==> config.mk <==
export PLATFORM = sky130hd
export DESIGN_NAME = uart_rx_ctrl
export DESIGN_NICKNAME = d
export VERILOG_FILES = /design/src/rtl/uart_rx_ctrl.sv
export SDC_FILE = /design/constraint.sdc
export NUM_CORES = 1
export LEC_CHECK = 0
export ABC_CLOCK_PERIOD_IN_PS = 1500
export CAP_MARGIN = 5
export CORE_UTILIZATION = 30
export CTS_BUF_LIST = sky130_fd_sc_hd__clkbuf_4 sky130_fd_sc_hd__clkbuf_8
export DETAILED_ROUTE_END_ITERATION = 10
export PLACE_DENSITY_LB_ADDON = 0.05
export SETUP_SLACK_MARGIN = 0.3
export SLEW_MARGIN = 25
export SYNTH_ARGS = -nofsm -noshare
export SYNTH_HDL_FRONTEND = slang
export SYNTH_SLANG_ARGS = --single-unit
==> constraint.sdc <==
create_clock -name clk -period 1.5 [get_ports clk]
set_input_delay 0.3 -clock clk [delete_from_list [all_inputs] [get_ports clk]]
set_output_delay 0.3 -clock clk [all_outputs]
set_load 0.005 [all_outputs]
==> src/rtl/uart_rx_ctrl.sv <==
// UART receive controller: filters receiver frames into an external FIFO and drains it to a
// valid/ready host channel. Optional macro UART_RX_ERR_CNT_EN adds saturating error counters.
module uart_rx_ctrl #(
    parameter int DATA_WIDTH = 8,
    parameter int OCC_WIDTH  = 5,
    parameter int THRESH     = 4
) (
    input  logic                  clk,
    input  logic                  rst,
    input  logic                  rx_en,
    input  logic                  rx_done,
    input  logic [DATA_WIDTH-1:0] rx_data,
    input  logic                  parity_error,
    input  logic                  frame_error,
    output logic                  fifo_wr_en,
    output logic [DATA_WIDTH-1:0] fifo_din,
    input  logic                  fifo_full,
    input  logic                  fifo_empty,
    output logic                  fifo_rd_en,
    input  logic [DATA_WIDTH-1:0] fifo_dout,
    output logic                  host_valid,
    output logic [DATA_WIDTH-1:0] host_data,
    input  logic                  host_ready,
    input  logic                  err_clr,
    output logic                  par_stky,
    output logic                  frm_stky,
    output logic                  ovr_stky,
    output logic [OCC_WIDTH-1:0]  occ,
    output logic                  irq,
    output logic [7:0]            par_cnt,
    output logic [7:0]            frm_cnt,
    output logic [7:0]            ovr_cnt
);

    localparam logic [1:0] ST_IDLE  = 2'd0;
    localparam logic [1:0] ST_FETCH = 2'd1;
    localparam logic [1:0] ST_LOAD  = 2'd2;
    localparam logic [1:0] ST_HOLD  = 2'd3;

    localparam logic [OCC_WIDTH-1:0] OCC_MAX  = {OCC_WIDTH{1'b1}};
    localparam logic [OCC_WIDTH-1:0] OCC_ONE  = {{(OCC_WIDTH-1){1'b0}}, 1'b1};
    localparam logic [OCC_WIDTH-1:0] THRESH_C = OCC_WIDTH'(THRESH);

    logic [1:0]            state_r;
    logic                  fifo_wr_en_r;
    logic [DATA_WIDTH-1:0] fifo_din_r;
    logic                  fifo_rd_en_r;
    logic                  host_valid_r;
    logic [DATA_WIDTH-1:0] host_data_r;
    logic                  par_stky_r;
    logic                  frm_stky_r;
    logic                  ovr_stky_r;
    logic [OCC_WIDTH-1:0]  occ_r;
    logic                  irq_r;

    logic                  par_set_s;
    logic                  frm_set_s;
    logic                  ovr_set_s;
    logic                  accept_s;
    logic                  par_nxt_s;
    logic                  frm_nxt_s;
    logic                  ovr_nxt_s;
    logic [OCC_WIDTH-1:0]  occ_nxt_s;

    // Classify the incoming frame; a disabled receiver never touches any flag.
    always_comb begin
        par_set_s = rx_done & rx_en & parity_error;
        frm_set_s = rx_done & rx_en & frame_error;
        ovr_set_s = rx_done & rx_en & ~parity_error & ~frame_error & fifo_full;
        accept_s  = rx_done & rx_en & ~parity_error & ~frame_error & ~fifo_full;
    end

    // Sticky next state: a new error event beats a simultaneous clear.
    always_comb begin
        par_nxt_s = par_set_s | (par_stky_r & ~err_clr);
        frm_nxt_s = frm_set_s | (frm_stky_r & ~err_clr);
        ovr_nxt_s = ovr_set_s | (ovr_stky_r & ~err_clr);
    end

    // Occupancy next state, saturating at both ends instead of wrapping.
    always_comb begin
        occ_nxt_s = occ_r;
        if (fifo_wr_en_r && !fifo_rd_en_r) begin
            if (occ_r != OCC_MAX) begin
                occ_nxt_s = occ_r + OCC_ONE;
            end else begin
                occ_nxt_s = occ_r;
            end
        end else if (fifo_rd_en_r && !fifo_wr_en_r) begin
            if (occ_r != {OCC_WIDTH{1'b0}}) begin
                occ_nxt_s = occ_r - OCC_ONE;
            end else begin
                occ_nxt_s = occ_r;
            end
        end else begin
            occ_nxt_s = occ_r;
        end
    end

    // Write side: one-cycle FIFO write pulse carrying the registered frame.
    always_ff @(posedge clk or posedge rst) begin
        if (rst) begin
            fifo_wr_en_r <= 1'b0;
            fifo_din_r   <= {DATA_WIDTH{1'b0}};
        end else begin
            fifo_wr_en_r <= accept_s;
            if (accept_s) begin
                fifo_din_r <= rx_data;
            end else begin
                fifo_din_r <= fifo_din_r;
            end
        end
    end

    // Status registers; IRQ is computed from the next-state values so it tracks them exactly.
    always_ff @(posedge clk or posedge rst) begin
        if (rst) begin
            par_stky_r <= 1'b0;
            frm_stky_r <= 1'b0;
            ovr_stky_r <= 1'b0;
            occ_r      <= {OCC_WIDTH{1'b0}};
            irq_r      <= 1'b0;
        end else begin
            par_stky_r <= par_nxt_s;
            frm_stky_r <= frm_nxt_s;
            ovr_stky_r <= ovr_nxt_s;
            occ_r      <= occ_nxt_s;
            irq_r      <= (occ_nxt_s >= THRESH_C) | par_nxt_s | frm_nxt_s | ovr_nxt_s;
        end
    end

    // Read FSM: FIFO data arrives the cycle after the read strobe, so LOAD sits between.
    always_ff @(posedge clk or posedge rst) begin
        if (rst) begin
            state_r      <= ST_IDLE;
            fifo_rd_en_r <= 1'b0;
            host_valid_r <= 1'b0;
            host_data_r  <= {DATA_WIDTH{1'b0}};
        end else begin
            case (state_r)
                ST_IDLE: begin
                    if (!fifo_empty) begin
                        state_r      <= ST_FETCH;
                        fifo_rd_en_r <= 1'b1;
                    end else begin
                        state_r      <= ST_IDLE;
                        fifo_rd_en_r <= 1'b0;
                    end
                end
                ST_FETCH: begin
                    state_r      <= ST_LOAD;
                    fifo_rd_en_r <= 1'b0;
                end
                ST_LOAD: begin
                    state_r      <= ST_HOLD;
                    host_data_r  <= fifo_dout;
                    host_valid_r <= 1'b1;
                end
                ST_HOLD: begin
                    if (host_ready) begin
                        state_r      <= ST_IDLE;
                        host_valid_r <= 1'b0;
                    end else begin
                        state_r      <= ST_HOLD;
                        host_valid_r <= 1'b1;
                    end
                end
                default: begin
                    state_r      <= ST_IDLE;
                    fifo_rd_en_r <= 1'b0;
                    host_valid_r <= 1'b0;
                end
            endcase
        end
    end

`ifdef UART_RX_ERR_CNT_EN
    logic [7:0] par_cnt_r;
    logic [7:0] frm_cnt_r;
    logic [7:0] ovr_cnt_r;

    function automatic logic [7:0] cnt_next(input logic [7:0] cnt, input logic set, input logic clr);
        if (clr) begin
            return set ? 8'd1 : 8'd0;
        end else if (set && (cnt != 8'hFF)) begin
            return cnt + 8'd1;
        end else begin
            return cnt;
        end
    endfunction

    // Saturating drop-event counters.
    always_ff @(posedge clk or posedge rst) begin
        if (rst) begin
            par_cnt_r <= 8'd0;
            frm_cnt_r <= 8'd0;
            ovr_cnt_r <= 8'd0;
        end else begin
            par_cnt_r <= cnt_next(par_cnt_r, par_set_s, err_clr);
            frm_cnt_r <= cnt_next(frm_cnt_r, frm_set_s, err_clr);
            ovr_cnt_r <= cnt_next(ovr_cnt_r, ovr_set_s, err_clr);
        end
    end

    assign par_cnt = par_cnt_r;
    assign frm_cnt = frm_cnt_r;
    assign ovr_cnt = ovr_cnt_r;
`else
    assign par_cnt = 8'd0;
    assign frm_cnt = 8'd0;
    assign ovr_cnt = 8'd0;
`endif

    assign fifo_wr_en = fifo_wr_en_r;
    assign fifo_din   = fifo_din_r;
    assign fifo_rd_en = fifo_rd_en_r;
    assign host_valid = host_valid_r;
    assign host_data  = host_data_r;
    assign par_stky   = par_stky_r;
    assign frm_stky   = frm_stky_r;
    assign ovr_stky   = ovr_stky_r;
    assign occ        = occ_r;
    assign irq        = irq_r;

endmodule
==> impl_metrics.csv, run 1 <==
group,metric,value,unit
status,status,"finished with violations",
status,violations,"negative setup slack",
place,port_buffers,53,
clock_tree,cts_tree,"built",
cells_and_area,insertedDiodeCount,0,
power,leakagePower,1.17,nW
clock_tree,root_buffer,"clkbuf_8",
worst_setup_path,critical_path_class,"reg2reg",
worst_setup_path,cp_top_family,"multiplexers",
clock_tree,htreeDepth,2,
synth,seq_area_frac_synth,49.6,%
route,drt_iter0_markers,60,
synth,yosysTopAreaCell,"dfrtp_1",
synth,avgSynthCellArea,11.8,sq um
clock_tree,cts_buffers,5,
cells_and_area,multiInputGateArea,696,sq um
route,drc,0,
timing,period_needed,1.55,ns
cells_and_area,fill_cells,447,
worst_setup_path,worst_setup_path_start_kind,"register",
timing,skew,0.00411,ns
flow_run,maxCapViolCount,0,
timing,grt_setup_unrepaired,"true",
clock_tree,cts_hold_buf,0,
floorplanning,die_y,73.0,um
route,drt_wl_total,3540,um
timing,timing.final.ws_setup,-0.0547,ns
worst_setup_path,crit_buf_inv,1,
floorplanning,die_w,73.0,um
worst_setup_path,crit_slowest_cell,"mux4_2",
clock_tree,worstSkewPairLatency,0.27,ns
worst_setup_path,worstSetupPathDepth,5,
worst_setup_path,endpoint,"irq",
worst_setup_path,endpoint_kind,"register",
power,powerDensity,1590,mW/mm^2
grt,grt_pass1_vias,1219,
clock_tree,cts_sinks,30,
timing,max_freq,643,MHz
floorplanning,start_util,31.6,%
worst_setup_path,r2r_cells,5,
timing,setup-tns-final,-0.0684,ns
cells_and_area,seqCellArea,758,sq um
route,met1Wirelength,1360,um
cells_and_area,layout.nets,253,
place,place_congestion,0.767,
synth,synth_cell_types,30,
route,met2WireLength,1870,um
worst_hold_path,hold_class,"in2reg",
worst_setup_path,critPathMaxFanout,5,
timing,timing.hold.ws,0.328,ns
grt,antenna_found_initial,0,
worst_setup_path,crit-reg2reg-launch,"occ[1]",
floorplanning,fp-row-count,25,
worst_setup_path,reg2reg_slack,-0.05,ns
route,dr.max_layer_used,"met4",
floorplanning,die_area,0.00533,sq mm
route,ant_nets,0,
cells_and_area,area_growth,66.7,%
grt,grt-ovfl-total,0,
timing,hold_violations,0,
route,vias_per_cell,4.27,
synth,synth_top_area_share,49.6,%
grt,grt_usage,14.1,%
worst_setup_path,crit_start,"occ[1]",
synth,postSynthCellCount,128,
cells_and_area,drive_above_1_share,48.2,%
worst_setup_path,required,1.70,ns
grt,grt_max_degree,19,
timing,finalSetupViolations,2,
cells_and_area,postLayoutCoreUtil,52.7,%
worst_setup_path,crit_path_cell_trace,"buf_12 > nor4_4 > nand2_1 > mux4_2 > nand3b_1",
route,routed-wl-met3,267,um
worst_setup_path,crit_path_max_incr_delay,0.49,ns
route,vias,1250,
synth,synth.area.top_cells,"dfrtp_1 50%, buf_4 12%, mux2_2 12%",
power,ir_drop,1.12,mV
timing,final_max_slew_viol_count,0,
floorplanning,pin_count,78,
timing,final.period_utilization,104,%
route,avgRoutedWirePerCell,12.1,um
worst_setup_path,r2r_end,"irq",
worst_setup_path,cp.arrival,1.76,ns
place,dp_hpwl,2450,um
route,first_pass_iters,4,
grt,grt_pass1_wl,5590,um
synth,synth_area,0.00151,sq mm
clock_tree,clockBufferDepth,2,
clock_tree,clk_pin_slew,0.06,ns
synth,ys_seq_elements,30,
floorplanning,coreArea,0.00479,sq mm
synth,ys_warn_count,0,
[what timing repair did]
item | in CTS | in global routing
buffers inserted | 21 | 2
gates cloned | 1 | 0
pin swaps | 6 | 2
endpoints found under the setup margin | 51 | 36
resized for setup | 96 | 37
[synthesized netlist by cell type]
| cell type | instances |
|---|---|
| mux2_2 | 16 |
| nand3_1 | 4 |
| buf_2 | 1 |
| nor2b_1 | 2 |
| dfrtp_1 | 30 |
| nand4_1 | 2 |
| nor4_1 | 1 |
| nor4b_1 | 1 |
| mux4_2 | 1 |
| o22ai_1 | 1 |
| nor4_4 | 2 |
| o21ai_0 | 3 |
| a41oi_1 | 1 |
| a21oi_1 | 2 |
| o41ai_1 | 1 |
| inv_1 | 9 |
| o211a_1 | 1 |
| xnor2_1 | 1 |
| buf_4 | 24 |
| o31ai_1 | 1 |
| nand2b_1 | 3 |
| o21a_1 | 3 |
| ha_1 | 2 |
| conb_1 | 1 |
| o211ai_1 | 2 |
| o311ai_0 | 1 |
| nand3b_1 | 3 |
| buf_6 | 1 |
| nand2_1 | 7 |
| o32a_1 | 1 |
[worst reg2reg max path: stages (launching register included)]
cell      delay, ns
dfrtp_2        0.46
buf_12         0.15
nor4_4         0.21
nand2_1        0.07
mux4_2         0.49
nand3b_1       0.11
[routing by layer]
metal  vias up  track usage, %
met5         -               0
met4         0            5.66
met3         6            5.39
met2        58            24.4
met1       594            15.5
li1        592               -
[how the worst min path moves through the flow]
stage	startpoint	end	slack (ns)	cells after the start
after detailed placement	fifo_din[0]	fifo_din[0]	0.50	1
final	fifo_full	ovr_stky	0.33	3
after floorplan	rst	fifo_din[0]	0.39	1
after global placement	host_data[0]	host_data[0]	0.49	1
after CTS	rst	fifo_din[3]	0.34	3
after global routing	fifo_full	ovr_stky	0.32	3
[state kept, by name (all words and copies together), names as in the netlist]
signal	flops
host_data	8
ovr_stky	1
state_r	2
par_stky	1
fifo_din	8
fifo_wr_en	1
frm_stky	1
host_valid	1
irq	1
fifo_rd_en	1
occ	5
[layout by cell type (no fill, tap or decap), drive strengths merged]
| master | count |
|---|---|
| buf | 49 |
| dfrtp | 30 |
| clkbuf | 25 |
| conb | 24 |
| clkdlybuf4s50 | 20 |
| mux2 | 16 |
| inv | 9 |
| nand2 | 7 |
| clkdlybuf4s15 | 6 |
| nand3 | 4 |
| o21a | 3 |
| nand2b | 3 |
| nand3b | 3 |
| o21ai | 3 |
| nor4 | 3 |
| nand4 | 2 |
| a21oi | 2 |
| o211ai | 2 |
| nor2b | 2 |
| ha | 2 |
| o31ai | 1 |
| a41oi | 1 |
| nor4b | 1 |
| o22ai | 1 |
| mux4 | 1 |
| o211a | 1 |
| o32a | 1 |
| o311ai | 1 |
| xnor2 | 1 |
| o41ai | 1 |
| bufinv | 1 |
[cell families (layout without fill, tap and decap cells)]
| family | Yosys count | count (layout) | synth area share (%) |
|---|---|---|---|
| buffers and inverters | 35 | 110 | 15.2 |
| DFF | 30 | 30 | 49.6 |
| and+or+nand+nor | 25 | 25 | 11.2 |
| AOI/OAI and AO/OA | 17 | 17 | 8.10 |
| muxes | 17 | 17 | 13.4 |
| adders and majority gates | 2 | 2 | 1.65 |
| other | 1 | 24 | 0.248 |
| xor gates and xnor gates | 1 | 1 | 0.579 |
[metrics by stage]
stage	area (sq um)	std cells	total power [W]	setup slack (ns)
finish	2520	293	0.00400	-0.0547
floorplan	1650	151	0.00213	0.0879
global placement	2200	261	0.00290	-0.203
CTS	2550	291	0.00404	-0.0116
global route	2520	293	0.00427	-0.106
detailed placement	2200	261	0.00294	-0.220
[area by class of cell]
cell class / count / share of cell area (%)
timing repair buffer: 93 / 33.2
clock buffer: 7 / 3.32
sequential: 30 / 30.0
clock inverter: 1 / 1.19
tap: 67 / 3.32
multi-input combinational: 86 / 27.6
inverter: 9 / 1.34
[report_power, final]
part | leakage [nW] | internal (W) | total, W | switching (W)
clock network | 0.0593 | 0.000532 | 0.000820 | 0.000287
registers | 0.350 | 0.00110 | 0.00131 | 0.000201
logic | 0.765 | 0.00118 | 0.00188 | 0.000692
total | 1.17 | 0.00282 | 0.00400 | 0.00118
(Power assumes the default switching activity.)
==> run 2: changes to the inputs <==
CAP_MARGIN = unset   (was 5)
==> results of run 2 <==
The final DEF is identical to that of run 1; final timing and power are the same.
